### config.mk
export PLATFORM = sky130hd
export DESIGN_NAME = muldiv_sequencer
export DESIGN_NICKNAME = d
export VERILOG_FILES = /design/src/rtl/muldiv_sequencer.sv
export SDC_FILE = /design/constraint.sdc
export NUM_CORES = 1
export LEC_CHECK = 0
export ABC_AREA = 1
export CAP_MARGIN = 40
export CORE_UTILIZATION = 52
export DETAILED_ROUTE_END_ITERATION = 10
export PLACE_DENSITY = 0.9
export SETUP_SLACK_MARGIN = 0.15
export SYNTH_ARGS = -nofsm -noshare
export SYNTH_HDL_FRONTEND = slang
export SYNTH_SLANG_ARGS = --single-unit
### constraint.sdc
create_clock -name i_clk -period 13.1 [get_ports i_clk]
set_input_delay 1.31 -clock i_clk [delete_from_list [all_inputs] [get_ports i_clk]]
set_output_delay 1.31 -clock i_clk [all_outputs]
set_load 0.02 [all_outputs]
### src/rtl/muldiv_sequencer.sv
// muldiv_sequencer
// Iterative unsigned multiply/divide unit (MULTU/DIVU) producing a HI/LO pair.
// It does no arithmetic itself. Each iteration phase issues one operation to an
// external ALU and consumes that ALU's combinational result in the same cycle.
//
// Ports:
//   i_clk           clock, rising edge
//   i_rst           asynchronous active-high reset
//   i_start         begin operation, sampled only in IDLE
//   i_op            0 = multiply, 1 = divide
//   i_a             multiplicand / dividend
//   i_b             multiplier / divisor
//   o_busy          operation in progress
//   o_done          one-cycle pulse, hi/lo valid
//   o_div_by_zero   divide with b = 0; held until the next accepted start
//   o_hi            product[63:32] / remainder
//   o_lo            product[31:0]  / quotient
//   o_alu_cnt       ALU code: 0000 add, 0001 sub, 0111 unsigned set-less-than
//   o_alu_shamt     ALU shift amount, always 0
//   o_alu_in1       ALU operand 1
//   o_alu_in2       ALU operand 2
//   i_alu_result    ALU result, same cycle
module muldiv_sequencer #(
  parameter int WIDTH       = 32,
  parameter int ITER_CYCLES = 2
) (
  input  logic             i_clk,
  input  logic             i_rst,
  input  logic             i_start,
  input  logic             i_op,
  input  logic [WIDTH-1:0] i_a,
  input  logic [WIDTH-1:0] i_b,
  output logic             o_busy,
  output logic             o_done,
  output logic             o_div_by_zero,
  output logic [WIDTH-1:0] o_hi,
  output logic [WIDTH-1:0] o_lo,
  output logic [3:0]       o_alu_cnt,
  output logic [4:0]       o_alu_shamt,
  output logic [WIDTH-1:0] o_alu_in1,
  output logic [WIDTH-1:0] o_alu_in2,
  input  logic [WIDTH-1:0] i_alu_result
);

  localparam logic [3:0] ALU_ADD  = 4'b0000;
  localparam logic [3:0] ALU_SUB  = 4'b0001;
  localparam logic [3:0] ALU_SLTU = 4'b0111;

  // One iteration step spans ITER_CYCLES phases. The whole operation takes
  // WIDTH*ITER_CYCLES busy cycles, which gives WIDTH steps of two phases each.
  localparam int         STEPS     = (WIDTH * ITER_CYCLES) / 2;
  localparam logic [5:0] LAST_STEP = 6'(STEPS - 1);

  typedef enum logic [2:0] {
    IDLE, MUL_ADD, MUL_CMP, DIV_CMP, DIV_SUB, FIN
  } state_t;

  state_t           r_state;
  state_t           w_next;
  logic [WIDTH-1:0] r_hi;
  logic [WIDTH-1:0] r_lo;
  logic [WIDTH-1:0] r_mcand;
  logic [WIDTH-1:0] r_tmp;
  logic [5:0]       r_cnt;
  logic             r_ge;
  logic             r_dbz;
  logic [WIDTH-1:0] w_rs;
  logic             w_msb;
  logic             w_last;

  // Divide works on the partial remainder shifted left by one and fed from the
  // dividend's top bit. The bit shifted out of hi is the 33rd remainder bit.
  // Both values depend only on registers, so they stay stable across DIV_CMP
  // and DIV_SUB.
  assign w_rs   = {r_hi[WIDTH-2:0], r_lo[WIDTH-1]};
  assign w_msb  = r_hi[WIDTH-1];
  assign w_last = (r_cnt == LAST_STEP);

  assign o_hi          = r_hi;
  assign o_lo          = r_lo;
  assign o_div_by_zero = r_dbz;
  assign o_alu_shamt   = 5'd0;

  // State register.
  always_ff @(posedge i_clk or posedge i_rst) begin
    if (i_rst) r_state <= IDLE;
    else       r_state <= w_next;
  end

  // Next-state logic plus the ALU request for the current phase. In IDLE and
  // FIN the ALU sees an add of zeros, so the port is quiet between operations.
  always_comb begin
    w_next    = r_state;
    o_busy    = 1'b0;
    o_done    = 1'b0;
    o_alu_cnt = ALU_ADD;
    o_alu_in1 = '0;
    o_alu_in2 = '0;
    case (r_state)
      IDLE: begin
        if (i_start) begin
          if (!i_op)           w_next = MUL_ADD;
          else if (i_b == '0)  w_next = FIN;
          else                 w_next = DIV_CMP;
        end
      end
      MUL_ADD: begin
        o_busy    = 1'b1;
        o_alu_in1 = r_hi;
        o_alu_in2 = r_lo[0] ? r_mcand : '0;
        w_next    = MUL_CMP;
      end
      MUL_CMP: begin
        // The wrapped sum is smaller than hi exactly when the add carried out.
        o_busy    = 1'b1;
        o_alu_cnt = ALU_SLTU;
        o_alu_in1 = r_tmp;
        o_alu_in2 = r_hi;
        w_next    = w_last ? FIN : MUL_ADD;
      end
      DIV_CMP: begin
        o_busy    = 1'b1;
        o_alu_cnt = ALU_SLTU;
        o_alu_in1 = w_rs;
        o_alu_in2 = r_mcand;
        w_next    = DIV_SUB;
      end
      DIV_SUB: begin
        o_busy    = 1'b1;
        o_alu_cnt = ALU_SUB;
        o_alu_in1 = w_rs;
        o_alu_in2 = r_mcand;
        w_next    = w_last ? FIN : DIV_CMP;
      end
      FIN: begin
        o_done = 1'b1;
        w_next = IDLE;
      end
      default: w_next = IDLE;
    endcase
  end

  // Datapath registers. Operands are captured only on an accepted start, so
  // input changes during an operation have no effect. In the divide-by-zero
  // case the result is loaded directly and the machine goes straight to FIN.
  always_ff @(posedge i_clk or posedge i_rst) begin
    if (i_rst) begin
      r_hi    <= '0;
      r_lo    <= '0;
      r_mcand <= '0;
      r_tmp   <= '0;
      r_cnt   <= '0;
      r_ge    <= 1'b0;
      r_dbz   <= 1'b0;
    end else begin
      case (r_state)
        IDLE: begin
          if (i_start) begin
            r_cnt   <= '0;
            r_dbz   <= 1'b0;
            r_mcand <= i_b;
            if (i_op && i_b == '0) begin
              r_hi  <= i_a;
              r_lo  <= '1;
              r_dbz <= 1'b1;
            end else begin
              r_hi <= '0;
              r_lo <= i_a;
            end
          end
        end
        MUL_ADD: r_tmp <= i_alu_result;
        MUL_CMP: begin
          // Shift the 65-bit {carry, sum, lo} right by one.
          r_hi  <= {i_alu_result[0], r_tmp[WIDTH-1:1]};
          r_lo  <= {r_tmp[0], r_lo[WIDTH-1:1]};
          r_cnt <= r_cnt + 6'd1;
        end
        DIV_CMP: r_ge <= w_msb | ~i_alu_result[0];
        DIV_SUB: begin
          // Restoring step: keep the difference only if the divisor fit.
          r_hi  <= r_ge ? i_alu_result : w_rs;
          r_lo  <= {r_lo[WIDTH-2:0], r_ge};
          r_cnt <= r_cnt + 6'd1;
        end
        default: ;
      endcase
    end
  end

endmodule
# Word-level counts from Yosys, hierarchy flattened

Cells that the tools add are included.

Reductions and logical operators: 12
Bitwise operators: 2
Equal/unequal tests: 7
Add/sub/neg operators: 1
Mux-type cells: 22

Operators by type and width:

| operator                                                               | count |
|---|---|
| 32-bit one-hot mux with 3 select lines                                 | 4 |
| 32-bit two-way mux                                                     | 6 |
| 32-bit zero test                                                       | 1 |
| 3-bit two-way mux                                                      | 5 |
| 3-bit one-hot mux with 5 select lines                                  | 1 |
| 6-bit one-hot mux with 2 select lines                                  | 1 |
| 6-bit by 1-bit adder with 6-bit output (second input constant)         | 1 |
| 3-bit by 2-bit equality test with 1-bit output (second input constant) | 2 |
| 3-bit equality test (second input constant)                            | 2 |
| 6-bit by 5-bit equality test with 1-bit output (second input constant) | 1 |
| 6-bit two-way mux                                                      | 1 |
| 3-bit one-hot mux with 2 select lines                                  | 1 |
| 2-bit AND reduction                                                    | 3 |
| 2-bit OR reduction                                                     | 3 |
| 4-bit OR reduction                                                     | 1 |
| 3-bit by 1-bit equality test with 1-bit output (second input constant) | 1 |
| 3-bit zero test                                                        | 1 |
| 1-bit two-way mux                                                      | 3 |
| 3-bit nonzero test                                                     | 1 |
| 2-bit inequality test (second input constant)                          | 1 |
| 2-bit nonzero test                                                     | 1 |
| 1-bit logical AND                                                      | 1 |
| 1-bit NOT                                                              | 1 |
| 1-bit bitwise OR                                                       | 1 |

Bits of input ports: 100
Register bits after elaboration: 139
Output and inout port bits: 140
Logic and storage cells: 52

# Depth between registers and ports, before layout

Depth after elaboration: 5
Mapped depth: 9
Mapped depth without buffers: 8

# Worst setup path after synthesis

No wires, ideal clock.

Kind: register -> output
From: reg r_state[2]
To: out o_alu_in2[10]
Path buffers: 1
Slack: 10.286 ns
Required time: 11.790 ns
Arrival: 1.504 ns
Cell stages (with the launch flop): 9
Path through: dfrtp_1 inv_2 nand2_1 nor2_1 nor2_1 inv_1 a21oi_2 buf_2 o22ai_1

Word-level cells in the longest chain between the ends: 3
Elaborated cells between the ends (all ways): 6
Those cells by class: eq/ne: 4; mux: 1; reduce/logical: 1

Ends and longest elaborated chain:

| item                                                                                         | line | RTL |
|---|---|---|
| from (decl)                                                                                  | 58   | `state_t r_state;` |
| from (signal assigned)                                                                       | 87   | `else r_state <= w_next;` |
| 3-bit equality test / 3-bit by 2-bit equality test with 1-bit output (equally long branches) | 99   | `case (r_state)` |
| 2-bit OR reduction (no line)                                                                 | --   |  |
| 32-bit one-hot mux with 3 select lines *                                                     | 99   |  |
| to (decl)                                                                                    | 41   | `output logic [WIDTH-1:0] o_alu_in2,` |

Every way passes the cells marked *; elsewhere a longest branch is shown, timed or not.

# Worst setup path after layout

From: reg r_state[0]
To: out o_alu_in2[24]

The elaborated chain is that of the path after synthesis.

==> key figures <==
Route
  • Antenna viol nets, final: 0
  • Routed vias/inst: 5.63
  • Final wirelength: around 26000 um
  • Number of design-rule violations left by the first detailed-router iteration: 927
  • Vias: 8648
  • Residual DRC count: 0
  • Wirelength per Cell: 17.0 um
  • Detailed Routing Iterations Pass 1: 8

Power and ir drop
  • Clk pwr share: 16.9%
  • Pwr dens: between 200 and 300 nW/um^2
  • Total power of the final layout: between 3 and 4 mW
  • Switching share of total power: 46.0%
  • Portion of total power attributed to combinational logic: 58.3%
  • Net switching power of the design: around 1.5 mW
  • Worst-case vdd ir drop: 0.142 mV
  • Relative contribution of sequential cells to total power: 24.8%
  • Cell internal power dissipation: 1.75 mW
  • Reported leakage power: 4.96 nW

Place
  • Detailed Place HPWL: ~18000 um
  • Last weighted congestion value of the routability-driven placer: 0.962
  • Count of buffers inserted at the top-level ports: 233

Yosys
  • Synthesized instance count: 1151
  • Post-synthesis register bit count: 139
  • Most frequently used flop master after synthesis: dfrtp_1
  • Share of flip-flops with an asynchronous set or reset: 100%
  • Average cell area after synthesis: 6.96 sq um
  • Dominant cells by area after synthesis: dfrtp_1, nand2_1, o21ai_0
  • Area share of the largest cell type after synthesis: 43.4%
  • Number of synthesized flops with an enable pin: 0
  • Area of the mapped netlist: 8010 sq um
  • Sequential element share of the synthesized area: roughly 43%
  • Distinct cells, synth: 28
  • Count of yosys warnings during synthesis: 0
  • Dominant cell type by area after synthesis: dfrtp_1

Timing
  • Endpoints failing setup: 0
  • Clock period minus worst slack: roughly 5000 ps
  • Final count of pins violating max slew: 0
  • Slew of the pin with the lowest slew margin: 837 ps
  • Max-slew headroom: 44.2%
  • Final critical-path share of the clock period: 38.5%
  • RSZ-0062 raised after global routing: no
  • Post-route setup TNS: 0 ps
  • Upper clock frequency limit: 198 MHz
  • Fin. Hold Viols: 0
  • Final Skew: 6.36 ps

Clock tree
  • Clock-pin transition on the worst setup and hold timing paths: 60 ps
  • Number of hold buffers added after CTS: 0
  • Clock Sinks: 139
  • Buffer count from post-CTS setup fixing: 0
  • TritonCTS clock tree: yes
  • Clock tree root driver cell: clkbuf_16
  • PostCTS Resize Cnt: 0
  • Clock insertion delay at the later pin of the skew report: roughly 420 ps
  • H-tree levels: 4
  • TritonCTS Buffers: 17
  • Maximum number of buffers from clock root to sink: 2

Global routing
  • Vias in the first global route: 7825
  • Remaining Overflow, GRT: 0
  • Largest net degree at the start of global routing: 76
  • First-pass GRT wire length: between 40000 and 50000 um
  • Total global routing track utilization: between 30% and 40%
  • Antenna violations before repair: 0

Cells and area
  • Fraction of layout instances using a drive strength above 1: 4.51%
  • Total of fill cells in the finished design: 1085
  • Inserted Diodes: 0
  • Synthesis-to-finish area growth: 38.0%
  • Number of nets in the layout: 1441
  • Util after Layout: 74.9%

Floorplan
  • Die extent in y: 126 um
  • Core region area: 14800 sq um
  • Row count: 44
  • Die Footprint: 15900 sq um
  • Horizontal die dimension: 126 um
  • Boundary Pins: 240
  • Initial core utilization: 54.3%

Worst setup path
  • Critical path, cell by cell: inv_2 > nand2_1 > nor2_4 > buf_4 > nor2_1 > inv_1 > buf_16 > a21oi_2 > buf_4 > o22ai_1 > clkdlybuf4s50_1
  • Type of the setup path with the least slack: reg -> out
  • Most frequent CP cell: buf_4
  • Kind of start point of the critical path: flop
  • Master of the slowest instance on the critical path: clkdlybuf4s50_1
  • Critical path endpoint category: output pin
  • Crit-path leading delay family: buffers and inverters
  • Max FO, Critical Path: 65
  • Arrival time of data at the critical path endpoint: between 3000 and 4000 ps
  • Critical path required time: 11790 ps
  • Critical path buffer and inverter count: 6
  • Highest cell delay on the worst timing path: 670 ps

Hold path
  • Worst min-delay path class: reg -> reg

Flow run
  • Max-cap viol count: 0

Status
  • Result of the run: complete, no violations
## cell usage in the layout (no fill, tap or decap), types with 3 or more instances in the layout
cell type	n
nand2_1	279
clkdlybuf4s50_1	233
nor2_1	158
dfrtp_1	138
inv_1	135
o21ai_0	129
a21oi_1	66
nand3_1	39
nor3_1	34
o22ai_1	34
o221ai_1	32
clkbuf_16	17
buf_4	12
conb_1	6
bufinv_16	6
inv_2	4
clkinv_4	4
clkinvlp_4	3
## through the flow
stage          setup slack, ps  area (sq um)  hold WS [ps]  cells
3_3_place_gp              8560         10300           467   1502
4_1_cts                   8070         11100           486   1537
6_report                  8050         11100           505   1537
3_5_place_dp              8600         10400           476   1505
5_1_grt                   7910         11100           536   1537
2_1_floorplan             8070          8030           449   1156
## routing by layer
metal	up-vias	track usage (%)	wire length, um
li1	4089	-	-
met1	3983	45.8	11000
met2	523	51.1	12000
met3	53	5.95	2450
met4	0	11.6	684
met5	-	0	0
## worst min-delay path, delay by kind of cell (launching register included)
family	cells	cell delay, ps
DFF	1	360
and+or+nand+nor	2	120
## power by group through the flow
stage | Combinational [mW] | Sequential (mW) | Clock, mW
global route | 2.02 | 0.830 | 0.571
floorplan | 1.01 | 0.884 | 0
detailed placement | 1.86 | 0.804 | 0
finish | 1.89 | 0.805 | 0.547
global placement | 1.79 | 0.804 | 0
CTS | 1.88 | 0.799 | 0.550
## kinds of logic (layout without fill, tap and decap cells)
group / count (synthesis) / after routing / synth area share [%]
and+or+nand+nor: 518 / 518 / 25.7
AOI/OAI and AO/OA: 266 / 266 / 18.8
buffers and inverters: 224 / 421 / 11.7
DFF: 139 / 139 / 43.4
xor gates and xnor gates: 2 / 2 / 0.219
adders and majority gates: 1 / 1 / 0.156
other: 1 / 6 / 0.0468
## final timing paths
| path | startpoint | end | slack [ps] | depth (start not counted) |
|---|---|---|---|---|
| hold / removal | r_tmp[31]$_DFFE_PP0P_ | r_tmp[31]$_DFFE_PP0P_ | 510 | 2 |
| setup / recovery | r_state[0]$_DFFE_PP0P_ | o_alu_in2[24] | 8050 | 11 |
| setup reg to reg | r_state[0]$_DFFE_PP0P_ | o_lo[31]$_DFFE_PP0P_ | 9370 | 10 |
| min in group asynchronous | i_rst | r_mcand[4]$_DFFE_PP0P_ | 1380 | 2 |
| hold reg to reg | r_tmp[31]$_DFFE_PP0P_ | r_tmp[31]$_DFFE_PP0P_ | 510 | 2 |
| max in group asynchronous | i_rst | r_ge$_DFFE_PP0N_ | 10360 | 3 |
## registers in the layout, indices dropped and copies added (netlist names)
register       count
o_hi              32
o_lo              32
r_mcand           32
r_tmp             32
r_cnt              6
r_state            3
o_div_by_zero      1
r_ge               1
## synth_stat cells (11+ instances only)
| library cell | number |
|---|---|
| nand2_1 | 279 |
| nor2_1 | 160 |
| dfrtp_1 | 139 |
| inv_1 | 137 |
| o21ai_0 | 129 |
| a21oi_1 | 66 |
| nand3_1 | 40 |
| buf_2 | 35 |
| nor3_1 | 34 |
| o22ai_1 | 34 |
| clkbuf_1 | 32 |
| o221ai_1 | 32 |
| buf_4 | 11 |
## final cells by class
| class | instances | area (sq um) | area share (%) |
|---|---|---|---|
| clock inverters | 15 | 248 | 2.24 |
| repair buffers | 248 | 2500 | 22.6 |
| well taps | 184 | 230 | 2.08 |
| flip-flops and latches | 139 | 3480 | 31.5 |
| inverters | 141 | 534 | 4.83 |
| clock buffers | 17 | 425 | 3.85 |
| multi-input cells | 793 | 3640 | 32.9 |
No activity file was read; power rests on OpenSTA's default activity.
